==> config.mk <==
export PLATFORM = sky130hd
export DESIGN_NAME = ceespu_ex_sequencer_flat
export DESIGN_NICKNAME = d
export VERILOG_FILES = /design/src/rtl/ceespu_ex_sequencer_if.sv /design/src/rtl/ceespu_ex_sequencer.sv /design/src/flat_wrapper.sv
export SDC_FILE = /design/constraint.sdc
export NUM_CORES = 1
export LEC_CHECK = 0
export BUFFER_PORTS_ARGS = -buffer_cell sky130_fd_sc_hd__buf_2
export CORE_MARGIN = 3
export CORE_UTILIZATION = 40
export CTS_BUF_LIST = sky130_fd_sc_hd__clkbuf_8
export CTS_CLUSTER_SIZE = 30
export DETAILED_ROUTE_END_ITERATION = 7
export PLACE_DENSITY = 0.68
export SLEW_MARGIN = 25
export SYNTH_ARGS = -nofsm -noshare
export SYNTH_HDL_FRONTEND = slang
export SYNTH_SLANG_ARGS = --single-unit
==> constraint.sdc <==
create_clock -name I_clk -period 1.7 [get_ports I_clk]
set_input_delay 0.085 -clock I_clk [delete_from_list [all_inputs] [get_ports I_clk]]
set_output_delay 0.085 -clock I_clk [all_outputs]
set_load 0.01 [all_outputs]
==> src/rtl/ceespu_ex_sequencer_if.sv <==
// Signal bundle between decode, the execute-stage sequencer, the ALU and writeback.
// The sequencer connects through the slave modport; decode/ALU models use master.
interface ceespu_ex_sequencer_if #(
    parameter int RD_W = 5
);
    logic            I_valid;
    logic            O_ready;
    logic [3:0]      I_aluop;
    logic [31:0]     I_dataA;
    logic [31:0]     I_dataB;
    logic            I_Cin;
    logic [RD_W-1:0] I_rd;
    logic            I_flush;
    logic [31:0]     O_alu_dataA;
    logic [31:0]     O_alu_dataB;
    logic            O_alu_Cin;
    logic [3:0]      O_alu_aluop;
    logic            I_alu_multiCycle;
    logic            I_alu_dataReady;
    logic [31:0]     I_alu_result;
    logic            I_alu_Cout;
    logic            O_stall;
    logic            O_wb_valid;
    logic [RD_W-1:0] O_wb_rd;
    logic [31:0]     O_wb_data;
    logic            O_wb_Cout;
    logic            O_timeout;

    modport master (
        output I_valid, I_aluop, I_dataA, I_dataB, I_Cin, I_rd, I_flush,
        output I_alu_multiCycle, I_alu_dataReady, I_alu_result, I_alu_Cout,
        input  O_ready, O_alu_dataA, O_alu_dataB, O_alu_Cin, O_alu_aluop,
        input  O_stall, O_wb_valid, O_wb_rd, O_wb_data, O_wb_Cout, O_timeout
    );

    modport slave (
        input  I_valid, I_aluop, I_dataA, I_dataB, I_Cin, I_rd, I_flush,
        input  I_alu_multiCycle, I_alu_dataReady, I_alu_result, I_alu_Cout,
        output O_ready, O_alu_dataA, O_alu_dataB, O_alu_Cin, O_alu_aluop,
        output O_stall, O_wb_valid, O_wb_rd, O_wb_data, O_wb_Cout, O_timeout
    );
endinterface

==> src/rtl/ceespu_ex_sequencer.sv <==
// Execute-stage sequencer: holds ALU operands, stalls decode on multi-cycle ops and
// emits a one-cycle writeback pulse. Macro CEESPU_EXSEQ_TIMEOUT_EN adds a WAIT abort.
module ceespu_ex_sequencer #(
    parameter int RD_W    = 5,
    parameter int TIMEOUT = 15
) (
    input logic                  I_clk,
    input logic                  I_rst,
    ceespu_ex_sequencer_if.slave bus
);
    typedef enum logic [1:0] {S_IDLE, S_EXEC, S_WAIT} state_t;

    state_t          state;
    logic [3:0]      aluop_hold;
    logic [31:0]     a_hold;
    logic [31:0]     b_hold;
    logic            cin_hold;
    logic [RD_W-1:0] rd_hold;
    logic            wb_valid;
    logic [RD_W-1:0] wb_rd;
    logic [31:0]     wb_data;
    logic            wb_cout;
    logic            ready;
    logic            capture;

    // The wait counter is 4 bits wide, so the abort threshold must fit in it.
    if (TIMEOUT < 1 || TIMEOUT > 15) begin : g_timeout_range
        $error("TIMEOUT must fit the 4-bit wait counter");
    end

    // Flush blocks both a new accept and any result capture in the same cycle.
    always_comb begin
        ready   = 1'b0;
        capture = 1'b0;
        if (!bus.I_flush) begin
            case (state)
                S_IDLE:  ready = 1'b1;
                S_EXEC: begin
                    ready   = !bus.I_alu_multiCycle;
                    capture = !bus.I_alu_multiCycle || bus.I_alu_dataReady;
                end
                S_WAIT:  capture = bus.I_alu_dataReady;
                default: ready = 1'b0;
            endcase
        end
    end

`ifdef CEESPU_EXSEQ_TIMEOUT_EN
    logic [3:0] wait_cnt;
    logic       timeout;
`endif

    always_ff @(posedge I_clk) begin
        if (I_rst) begin
            state      <= S_IDLE;
            aluop_hold <= '0;
            a_hold     <= '0;
            b_hold     <= '0;
            cin_hold   <= 1'b0;
            rd_hold    <= '0;
            wb_valid   <= 1'b0;
            wb_rd      <= '0;
            wb_data    <= '0;
            wb_cout    <= 1'b0;
`ifdef CEESPU_EXSEQ_TIMEOUT_EN
            wait_cnt   <= '0;
            timeout    <= 1'b0;
`endif
        end else begin
            wb_valid <= 1'b0;
            if (bus.I_flush) begin
                state <= S_IDLE;
            end else begin
                case (state)
                    S_IDLE: begin
                        if (bus.I_valid) state <= S_EXEC;
                    end
                    S_EXEC: begin
                        if (!bus.I_alu_multiCycle) begin
                            state <= bus.I_valid ? S_EXEC : S_IDLE;
                        end else if (bus.I_alu_dataReady) begin
                            state <= S_IDLE;
                        end else begin
                            state <= S_WAIT;
`ifdef CEESPU_EXSEQ_TIMEOUT_EN
                            wait_cnt <= '0;
`endif
                        end
                    end
                    S_WAIT: begin
                        if (bus.I_alu_dataReady) begin
                            state <= S_IDLE;
                        end
`ifdef CEESPU_EXSEQ_TIMEOUT_EN
                        else if (wait_cnt == 4'(TIMEOUT - 1)) begin
                            state   <= S_IDLE;
                            timeout <= 1'b1;
                        end else begin
                            wait_cnt <= wait_cnt + 4'd1;
                        end
`endif
                    end
                    default: state <= S_IDLE;
                endcase
            end
            if (ready && bus.I_valid) begin
                aluop_hold <= bus.I_aluop;
                a_hold     <= bus.I_dataA;
                b_hold     <= bus.I_dataB;
                cin_hold   <= bus.I_Cin;
                rd_hold    <= bus.I_rd;
            end
            if (capture) begin
                wb_valid <= 1'b1;
                wb_rd    <= rd_hold;
                wb_data  <= bus.I_alu_result;
                wb_cout  <= bus.I_alu_Cout;
            end
        end
    end

    assign bus.O_ready     = ready;
    assign bus.O_stall     = !ready;
    assign bus.O_alu_aluop = aluop_hold;
    assign bus.O_alu_dataA = a_hold;
    assign bus.O_alu_dataB = b_hold;
    assign bus.O_alu_Cin   = cin_hold;
    assign bus.O_wb_valid  = wb_valid;
    assign bus.O_wb_rd     = wb_rd;
    assign bus.O_wb_data   = wb_data;
    assign bus.O_wb_Cout   = wb_cout;
`ifdef CEESPU_EXSEQ_TIMEOUT_EN
    assign bus.O_timeout   = timeout;
`else
    assign bus.O_timeout   = 1'b0;
`endif
endmodule

==> src/flat_wrapper.sv <==
// flat-port wrapper written by rule: the top's interface ports become plain ports
module ceespu_ex_sequencer_flat 
#(
    parameter int RD_W    = 5,
    parameter int TIMEOUT = 15
)
  (I_clk, I_rst, bus_I_valid, bus_I_aluop, bus_I_dataA, bus_I_dataB, bus_I_Cin, bus_I_rd, bus_I_flush, bus_I_alu_multiCycle, bus_I_alu_dataReady, bus_I_alu_result, bus_I_alu_Cout, bus_O_ready, bus_O_alu_dataA, bus_O_alu_dataB, bus_O_alu_Cin, bus_O_alu_aluop, bus_O_stall, bus_O_wb_valid, bus_O_wb_rd, bus_O_wb_data, bus_O_wb_Cout, bus_O_timeout);
  ceespu_ex_sequencer_if #(.RD_W(RD_W)) bus_i ();
  input logic I_clk;
  input logic I_rst;
  input wire logic [$bits(bus_i.I_valid)-1:0] bus_I_valid;
  input wire logic [$bits(bus_i.I_aluop)-1:0] bus_I_aluop;
  input wire logic [$bits(bus_i.I_dataA)-1:0] bus_I_dataA;
  input wire logic [$bits(bus_i.I_dataB)-1:0] bus_I_dataB;
  input wire logic [$bits(bus_i.I_Cin)-1:0] bus_I_Cin;
  input wire logic [$bits(bus_i.I_rd)-1:0] bus_I_rd;
  input wire logic [$bits(bus_i.I_flush)-1:0] bus_I_flush;
  input wire logic [$bits(bus_i.I_alu_multiCycle)-1:0] bus_I_alu_multiCycle;
  input wire logic [$bits(bus_i.I_alu_dataReady)-1:0] bus_I_alu_dataReady;
  input wire logic [$bits(bus_i.I_alu_result)-1:0] bus_I_alu_result;
  input wire logic [$bits(bus_i.I_alu_Cout)-1:0] bus_I_alu_Cout;
  output wire logic [$bits(bus_i.O_ready)-1:0] bus_O_ready;
  output wire logic [$bits(bus_i.O_alu_dataA)-1:0] bus_O_alu_dataA;
  output wire logic [$bits(bus_i.O_alu_dataB)-1:0] bus_O_alu_dataB;
  output wire logic [$bits(bus_i.O_alu_Cin)-1:0] bus_O_alu_Cin;
  output wire logic [$bits(bus_i.O_alu_aluop)-1:0] bus_O_alu_aluop;
  output wire logic [$bits(bus_i.O_stall)-1:0] bus_O_stall;
  output wire logic [$bits(bus_i.O_wb_valid)-1:0] bus_O_wb_valid;
  output wire logic [$bits(bus_i.O_wb_rd)-1:0] bus_O_wb_rd;
  output wire logic [$bits(bus_i.O_wb_data)-1:0] bus_O_wb_data;
  output wire logic [$bits(bus_i.O_wb_Cout)-1:0] bus_O_wb_Cout;
  output wire logic [$bits(bus_i.O_timeout)-1:0] bus_O_timeout;
  assign bus_i.I_valid = bus_I_valid;
  assign bus_i.I_aluop = bus_I_aluop;
  assign bus_i.I_dataA = bus_I_dataA;
  assign bus_i.I_dataB = bus_I_dataB;
  assign bus_i.I_Cin = bus_I_Cin;
  assign bus_i.I_rd = bus_I_rd;
  assign bus_i.I_flush = bus_I_flush;
  assign bus_i.I_alu_multiCycle = bus_I_alu_multiCycle;
  assign bus_i.I_alu_dataReady = bus_I_alu_dataReady;
  assign bus_i.I_alu_result = bus_I_alu_result;
  assign bus_i.I_alu_Cout = bus_I_alu_Cout;
  assign bus_O_ready = bus_i.O_ready;
  assign bus_O_alu_dataA = bus_i.O_alu_dataA;
  assign bus_O_alu_dataB = bus_i.O_alu_dataB;
  assign bus_O_alu_Cin = bus_i.O_alu_Cin;
  assign bus_O_alu_aluop = bus_i.O_alu_aluop;
  assign bus_O_stall = bus_i.O_stall;
  assign bus_O_wb_valid = bus_i.O_wb_valid;
  assign bus_O_wb_rd = bus_i.O_wb_rd;
  assign bus_O_wb_data = bus_i.O_wb_data;
  assign bus_O_wb_Cout = bus_i.O_wb_Cout;
  assign bus_O_timeout = bus_i.O_timeout;
  ceespu_ex_sequencer #(.RD_W(RD_W), .TIMEOUT(TIMEOUT)) u_core (.I_clk(I_clk), .I_rst(I_rst), .bus(bus_i));
endmodule
==> results.json, run 1 <==
{
  "yosysSeqAreaShare": 0.496,
  "drive_above_1_share": 0.499,
  "diodes": 0,
  "p_per_area_nw_per_um2": 826,
  "stdcell_count": 1023,
  "tns_ns": -0.262,
  "drv_slew": 0,
  "grt.overflow.total": 0,
  "crit_chain": "clkinv_4 > ha_4 > nor2b_4 > nor2_1 > or3_4 > inv_2 > buf_6",
  "place.port_buffers": 222,
  "post-place-cells": 865,
  "whs_ns": 0.0654,
  "htree_levels": 4,
  "timing.fmax_mhz": 568,
  "die-area_sq_um": 12900,
  "layout_min_cycle_time_ns": 1.76,
  "clock_latency_ns": 0.43,
  "worstPathArrival_ns": 1.68,
  "drv_cap": 0,
  "syn_area_sq_um": 4640,
  "grt_pass1_vias": 5020,
  "holdCritPathClass": "primary input to register",
  "worstSetupEndpointType": "primary output",
  "cts_buffers": 17,
  "layout_common_cells": "buf_2, dfxtp_1, dlygate4sd3_1",
  "setup_ws_ns": -0.0605,
  "slew_headroom": 0.634,
  "seqCellArea_sq_um": 2310,
  "crit_fanout": 4,
  "path_class": "register to primary output",
  "setup_viol": 15,
  "synth-seq-cells": 115,
  "drc": 0,
  "yosys_warnings": 0,
  "ios": 224,
  "grt_pass1_wl_um": 24300,
  "clockRootBuffer": "clkbuf_8",
  "max_stage_delay_ns": 0.35,
  "final_common_cell": "buf_2",
  "startpoint_type": "register",
  "drt_iter0_drc": 335,
  "fin_skew_ns": 0.0113,
  "syn_inst": 531,
  "die_w_um": 114,
  "vias": 5181,
  "n_fill_cell": 795,
  "tightestPinTransition_ns": 0.549,
  "cts.sink_count": 115,
  "multi_input_area_sq_um": 2220,
  "grt_max_degree": 46,
  "core_area_sq_um": 11100,
  "p_leak_nw": 3.38,
  "syn_avg_cell_area_sq_um": 8.74,
  "grt_antenna_before_repair": 0,
  "grt_setup_unrepaired": "yes",
  "gp_congestion": 0.820,
  "ys_types": 32,
  "via_per_inst": 5.06,
  "violations": "setup timing",
  "die_y_um": 114,
  "start_util": 0.419,
  "cts_buffer_depth": 2,
  "num_rows": 38,
  "place_hpwl_um": 9200,
  "required_ns": 1.62,
  "path_clk_slew_ns": 0.07,
  "report.power.total_w": 0.00650,
  "utilization": 0.711,
  "wirelength_um": 16800,
  "track_usage": 0.235,
  "status": "complete, but fails checks",
  "fin_crit_sh": 1.04,
  "wire_per_inst_um": 16.4,
  "syn_to_final_growth_pct": 69.7,
  "drtAntennaViolNets": 0,
  "cpMaxStageDelayCell": "or3_4",
  "hold_violations": 0,
  "tritoncts": "built",
  "fin_nets": 989,
  "vdd_drop_max_mv": 0.572,
  "syn-num-nets": 649,
  "dr.pass1.iters": 5
}
==> report_power, final <==
part	internal (W)	switching, W	leakage (nW)
logic	0.000566	0.000533	2.24
registers	0.00279	0.0000582	0.935
clock network	0.00150	0.00107	0.208
total	0.00485	0.00166	3.38
==> synthesized netlist by cell type <==
master	n	area, sq um
clkbuf_2	1	5.00
mux2i_1	1	10.0
clkbuf_1	12	45.0
or3_1	1	6.26
buf_12	3	60.1
nand2b_1	1	6.26
buf_4	6	45.0
nor2b_2	3	26.3
a2111oi_0	1	8.76
inv_2	1	3.75
inv_1	6	22.5
and2_1	1	6.26
nand2_1	122	458
nand3_1	38	190
o21a_1	1	7.51
o21ai_1	20	100
a22oi_2	1	12.5
buf_2	19	95.1
ha_1	5	62.6
o21ai_0	19	95.1
nor2b_1	1	6.26
nor3_1	2	10.0
a31oi_1	1	6.26
nand2_2	27	169
conb_1	1	3.75
buf_6	5	56.3
nor2_1	3	11.3
o221a_2	1	11.3
a21oi_2	60	526
dfxtp_1	115	2300
a21oi_1	52	260
o221ai_2	1	15.0
==> path summary, 6_finish.rpt <==
check	from	to	slack (ns)	cells past startpoint
worst max-delay path	u_core.state[1]	bus_O_ready	-0.06	7
worst min-delay path	bus_I_alu_dataReady	u_core.state[0]	0.07	5
worst max register to register	u_core.state[1]	u_core.bus.O_alu_dataB[29]	-0.03	9
worst min register to register	u_core.bus.O_alu_dataA[17]	u_core.bus.O_alu_dataA[17]	0.45	2
==> per-layer routing <==
| metal | global-route usage | share of wire | vias to the layer above |
|---|---|---|---|
| li1 | - | - | 2453 |
| met1 | 0.263 | 0.39 | 2417 |
| met2 | 0.406 | 0.50 | 253 |
| met3 | 0.0780 | 0.077 | 58 |
| met4 | 0.103 | 0.034 | 0 |
| met5 | 0 | 0 | - |
==> critical path: cells and delay by family (launching register included) <==
| kind | cells | cell delay, ns |
|---|---|---|
| and+or+nand+nor | 3 | 0.53 |
| DFF | 1 | 0.34 |
| buffers and inverters | 3 | 0.24 |
| adders and majority gates | 1 | 0.14 |
==> metrics by stage <==
stage               setup slack (ns)  area [sq um]
floorplan                      0.155          4640
global placement               0.116          5890
detailed placement            0.0383          5890
CTS                          -0.0868          7480
global route                  -0.162          7880
finish                       -0.0605          7880
==> cell type report <==
type,count,area share
timing repair buffer,367,0.348
sequential,115,0.293
multi-input combinational,363,0.282
clock buffer,19,0.0332
tap,140,0.0222
clock inverter,12,0.0176
inverter,7,0.00429
==> flip-flops by register name, summed over array words and instances (netlist names) <==
name / flops
u_core.bus.O_alu_Cin: 1
u_core.bus.O_alu_aluop: 4
u_core.bus.O_alu_dataA: 32
u_core.bus.O_alu_dataB: 32
u_core.bus.O_wb_Cout: 1
u_core.bus.O_wb_data: 32
u_core.bus.O_wb_rd: 5
u_core.bus.O_wb_valid: 1
u_core.rd_hold: 5
u_core.state: 2
==> what timing repair did <==
| action | CTS | global route |
|---|---|---|
| hold endpoints to repair | 109 | 0 |
| setup buffers | 3 | 6 |
| gates resized for setup | 19 | 60 |
| gates cloned | 0 | 9 |
| hold buffers | 109 | 0 |
| pin swaps | 2 | 51 |
| endpoints found under the setup margin | 2 | 52 |
==> kinds of logic (layout without fill, tap and decap cells) <==
| group | after synthesis | after routing | synth area share |
|---|---|---|---|
| adder cells (fa/ha/maj) | 5 | 5 | 0.0135 |
| multiplexers | 1 | 1 | 0.00216 |
| flip-flops | 115 | 115 | 0.496 |
| AND/OR/NAND/NOR | 199 | 199 | 0.192 |
| other | 1 | 1 | 0.000808 |
| AO/OA/AOI/OAI | 157 | 157 | 0.224 |
| buffers and inverters | 53 | 405 | 0.0717 |
Power figures use the tool's default switching activity.
==> inputs of run 2 (changes only) <==
CTS_BUF_LIST = unset   (was sky130_fd_sc_hd__clkbuf_8)
REMOVE_ABC_BUFFERS = 1   (was unset)
==> results.json, run 2 (synthesis results as in run 1) <==
{
  "status": "complete, but fails checks",
  "violations": "setup timing",
  "vias": 5210,
  "holdCritPathClass": "primary input to register",
  "path_clk_slew_ns": 0.05,
  "cts_buffers": 17,
  "seqCellArea_sq_um": 2310,
  "rr_worst_depth": 8,
  "die_y_um": 114,
  "start_util": 0.419,
  "p_switching_w": 0.00174,
  "grt_antenna_before_repair": 0,
  "drv_cap": 0,
  "p_per_area_nw_per_um2": 931,
  "worstHoldStart": "bus_I_valid",
  "dr.pass1.iters": 5,
  "grt_max_degree": 46,
  "n_fill_cell": 780,
  "required_ns": 1.62,
  "reg2reg_to": "u_core.bus.O_alu_dataA[1]",
  "r2r_start": "u_core.state[1]",
  "worstHoldPathCells": 3,
  "power_frac_clock": 0.465,
  "layout_common_cells": "buf_2, nand2_1, dfxtp_1",
  "grt.overflow.total": 0,
  "htree_levels": 4,
  "crit_fanout": 4,
  "tightestPinTransition_ns": 0.598,
  "clock_latency_ns": 0.41,
  "setup_viol": 3,
  "utilization": 0.707,
  "drt_iter0_drc": 468,
  "reg2reg_setup_slack_ns": 0,
  "drv_slew": 0,
  "intPower_w": 0.00555,
  "fin_skew_ns": 0.00688,
  "fin_area_sq_um": 7830,
  "fin_nets": 980,
  "place.port_buffers": 222,
  "cts.sink_count": 115,
  "vdd_drop_max_mv": 0.875,
  "worstPathArrival_ns": 1.64,
  "cts_buffer_depth": 2,
  "num_rows": 38,
  "p_comb_frac": 0.145,
  "grt_setup_unrepaired": "yes",
  "layout_min_cycle_time_ns": 1.73,
  "wire_per_inst_um": 17.0,
  "wirelength_um": 17200,
  "grt_pass1_vias": 5218,
  "final_common_cell": "buf_2",
  "diodes": 0,
  "p_sw_frac": 0.239,
  "fin_crit_sh": 1.01,
  "worstSetupEndpointType": "primary output",
  "whs_ns": 0.0633,
  "drive_above_1_share": 0.446,
  "clockRootBuffer": "clkbuf_16",
  "setup_ws_ns": -0.0251,
  "seqPwrFrac": 0.390,
  "hold_violations": 0,
  "multi_input_area_sq_um": 2120,
  "core_area_sq_um": 11100,
  "path_class": "register to primary output",
  "die_w_um": 114,
  "p_leak_nw": 3.38,
  "slew_headroom": 0.601,
  "place_hpwl_um": 9060,
  "timing.fmax_mhz": 580,
  "tritoncts": "built",
  "gp_congestion": 0.866,
  "dpl-instance-area_sq_um": 5840,
  "track_usage": 0.247,
  "die-area_sq_um": 12900,
  "holdPathEnd": "u_core.state[0]",
  "grt_pass1_wl_um": 25400,
  "startpoint_type": "register",
  "drtAntennaViolNets": 0,
  "via_per_inst": 5.14,
  "drc": 0,
  "ios": 224,
  "syn_to_final_growth_pct": 68.6
}
run 2: repair_timing:
| item | in CTS | in global routing |
|---|---|---|
| setup buffers | 6 | 2 |
| pin swaps | 2 | 5 |
| hold buffers | 108 | 0 |
| resized for setup | 18 | 12 |
| endpoints found under the hold margin | 109 | 0 |
| setup endpoints to repair | 14 | 71 |
| cloned | 0 | 8 |
run 2: worst max-delay path, stage by stage, from the launching register on:
cell,delay (ns)
dfxtp_2,0.33
inv_4,0.08
buf_4,0.12
ha_4,0.12
nor2_1,0.04
or3_4,0.38
buf_2,0.15
run 2: final cells by class:
cell class | instances | area share
repair buffers | 358 | 0.336
flip-flops and latches | 115 | 0.295
multi-input cells | 363 | 0.271
clock buffers | 27 | 0.0668
well taps | 140 | 0.0224
clock inverters | 4 | 0.00575
inverters | 7 | 0.00368
run 2: stage by stage:
| stage | setup TNS [ns] | power (W) | worst slack, ns | instances |
|---|---|---|---|---|
| 2_1_floorplan | -101.36 | 0.00320 | -1.04 | 485 |
| 5_1_grt | -0.711 | 0.00754 | -0.0910 | 1014 |
| 3_3_place_gp | 0 | 0.00359 | 0.0942 | 859 |
| 3_5_place_dp | -0.0668 | 0.00361 | -0.0186 | 859 |
| 6_report | -0.0498 | 0.00729 | -0.0251 | 1014 |
| 4_1_cts | -0.0563 | 0.00723 | -0.0283 | 1004 |
run 2: power by group through the flow:
| stage | Combinational [W] | Clock, W | Sequential [W] |
|---|---|---|---|
| 2_1_floorplan | 0.000270 | 0 | 0.00293 |
| 3_3_place_gp | 0.000709 | 0 | 0.00289 |
| 3_5_place_dp | 0.000727 | 0 | 0.00289 |
| 4_1_cts | 0.000940 | 0.00346 | 0.00284 |
| 5_1_grt | 0.00113 | 0.00356 | 0.00285 |
| 6_report | 0.00106 | 0.00339 | 0.00284 |
run 2: worst max path at each step:
stage	from	end	slack, ns	depth (start not counted)
6_report	u_core.state[1]	bus_O_stall	-0.03	6
5_1_grt	u_core.state[1]	bus_O_ready	-0.09	7
4_1_cts	u_core.state[1]	bus_O_ready	-0.03	7
3_5_place_dp	u_core.state[1]	u_core.bus.O_alu_dataB[25]	-0.02	7
3_3_place_gp	u_core.state[1]	u_core.bus.O_alu_dataB[2]	0.09	7
2_1_floorplan	u_core.state[1]	u_core.bus.O_alu_dataA[10]	-1.04	6
run 2: metal layers:
layer	share of wire	GRT usage
met2	0.50	0.424
met1	0.38	0.268
met3	0.093	0.0939
met5	0	0
met4	0.027	0.117
==> inputs of run 3 (changes only) <==
MAX_ROUTING_LAYER = met4   (was unset)
==> results.json, run 3 (synthesis results as in run 1) <==
{
  "status": "complete, but fails checks",
  "violations": "setup timing",
  "clock_latency_ns": 0.41,
  "drtAntennaViolNets": 0,
  "cts_buffer_depth": 2,
  "vias": 5143,
  "fin_crit_sh": 1.01,
  "vdd_drop_max_mv": 0.875,
  "grt_setup_unrepaired": "yes",
  "wire_per_inst_um": 16.6,
  "htree_levels": 4,
  "p_per_area_nw_per_um2": 933,
  "tritoncts": "built",
  "drv_cap": 0,
  "grt_max_degree": 46,
  "cts.sink_count": 115,
  "p_leak_nw": 3.37,
  "path_clk_slew_ns": 0.05,
  "gp_congestion": 0.880,
  "reg2reg_setup_slack_ns": 0.03,
  "tightestPinTransition_ns": 0.597,
  "hold_violations": 0,
  "required_ns": 1.62,
  "start_util": 0.419,
  "holdCritPathClass": "primary input to register",
  "drive_above_1_share": 0.443,
  "fin_skew_ns": 0.00647,
  "place_ws_ns": -0.0186,
  "cpMaxStageDelayCell": "or3_4",
  "layout_common_cells": "buf_2, nand2_1, dfxtp_1",
  "diodes": 0,
  "grt_pass1_vias": 5231,
  "startpoint_type": "register",
  "r2r_start": "u_core.state[1]",
  "wirelength_um": 16900,
  "place_hpwl_um": 9060,
  "grt_antenna_before_repair": 0,
  "syn_to_final_growth_pct": 68.2,
  "drt_iter0_drc": 463,
  "setup_ws_ns": -0.0248,
  "timing.fmax_mhz": 580,
  "fin_nets": 979,
  "ios": 224,
  "layout_min_cycle_time_ns": 1.72,
  "die_y_um": 114,
  "utilization": 0.705,
  "place.port_buffers": 222,
  "clockRootBuffer": "clkbuf_16",
  "whs_ns": 0.0597,
  "cts_buffers": 17,
  "die-area_sq_um": 12900,
  "critPathLaunch": "u_core.state[1]",
  "crit_fanout": 4,
  "worstPathArrival_ns": 1.64,
  "final_common_cell": "buf_2",
  "drc": 0,
  "drv_slew": 0,
  "slew_headroom": 0.602,
  "via_per_inst": 5.08,
  "track_usage": 0.254,
  "worstSetupEndpointType": "primary output",
  "die_w_um": 114,
  "core_area_sq_um": 11100,
  "dr.pass1.iters": 7,
  "grt_pass1_wl_um": 25300,
  "tns_ns": -0.0493,
  "max_stage_delay_ns": 0.38,
  "grt.overflow.total": 0,
  "cpLargestDelayFamily": "simple AND/OR/NAND/NOR gates",
  "path_class": "register to primary output",
  "crit_chain": "inv_4 > buf_4 > ha_4 > nor2_1 > or3_4 > buf_2",
  "num_rows": 38,
  "worstHoldStart": "bus_I_valid",
  "setup_viol": 2,
  "cp_num_buf_inv": 3
}
==> run 3: worst paths after layout <==
kind / cells past startpoint / to
setup / recovery: 6 / bus_O_stall
hold / removal: 3 / u_core.state[0]
setup reg to reg: 9 / u_core.bus.O_alu_dataB[7]
hold reg to reg: 2 / u_core.bus.O_alu_aluop[3]
==> run 3: area by class of cell <==
type	instances	area, sq um
timing repair buffer	357	2620
tap	140	175
clock buffer	27	523
fill	780	3270
multi-input combinational	363	2110
clock inverter	4	45.0
inverter	7	28.8
sequential	115	2310
==> run 3: metal layers <==
layer | track usage | part of all wire
met1 | 0.278 | 0.39
met2 | 0.423 | 0.50
met3 | 0.0785 | 0.087
met4 | 0.117 | 0.027
met5 | - | 0
==> run 3: worst reg2reg max path: cells and delay by family, from the launching register on <==
family	cells	cell delay (ns)
DFF	1	0.35
adders and majority gates	1	0.15
AOI/OAI and AO/OA	2	0.34
and+or+nand+nor	1	0.09
buffers and inverters	5	0.67
==> run 3: power breakdown <==
group          total, W  switching [W]  internal (W)
clock           0.00340        0.00118       0.00222
combinational   0.00104       0.000516      0.000528
sequential      0.00284      0.0000515       0.00279
==> run 3: timing repair <==
item	4_1_cts	5_1_grt
gates resized for setup	18	9
hold buffers	108	0
gates cloned	0	7
setup endpoints to repair	14	71
pin swaps	2	5
setup buffers	6	2
hold endpoints to repair	109	0
==> run 3: metrics by stage <==
stage                     instances  power, W  area (sq um)
after floorplan                 485   0.00320          4340
after global placement          859   0.00359          5840
after detailed placement        859   0.00361          5840
after CTS                      1004   0.00723          7610
after global routing           1013   0.00753          7810
final                          1013   0.00729          7810
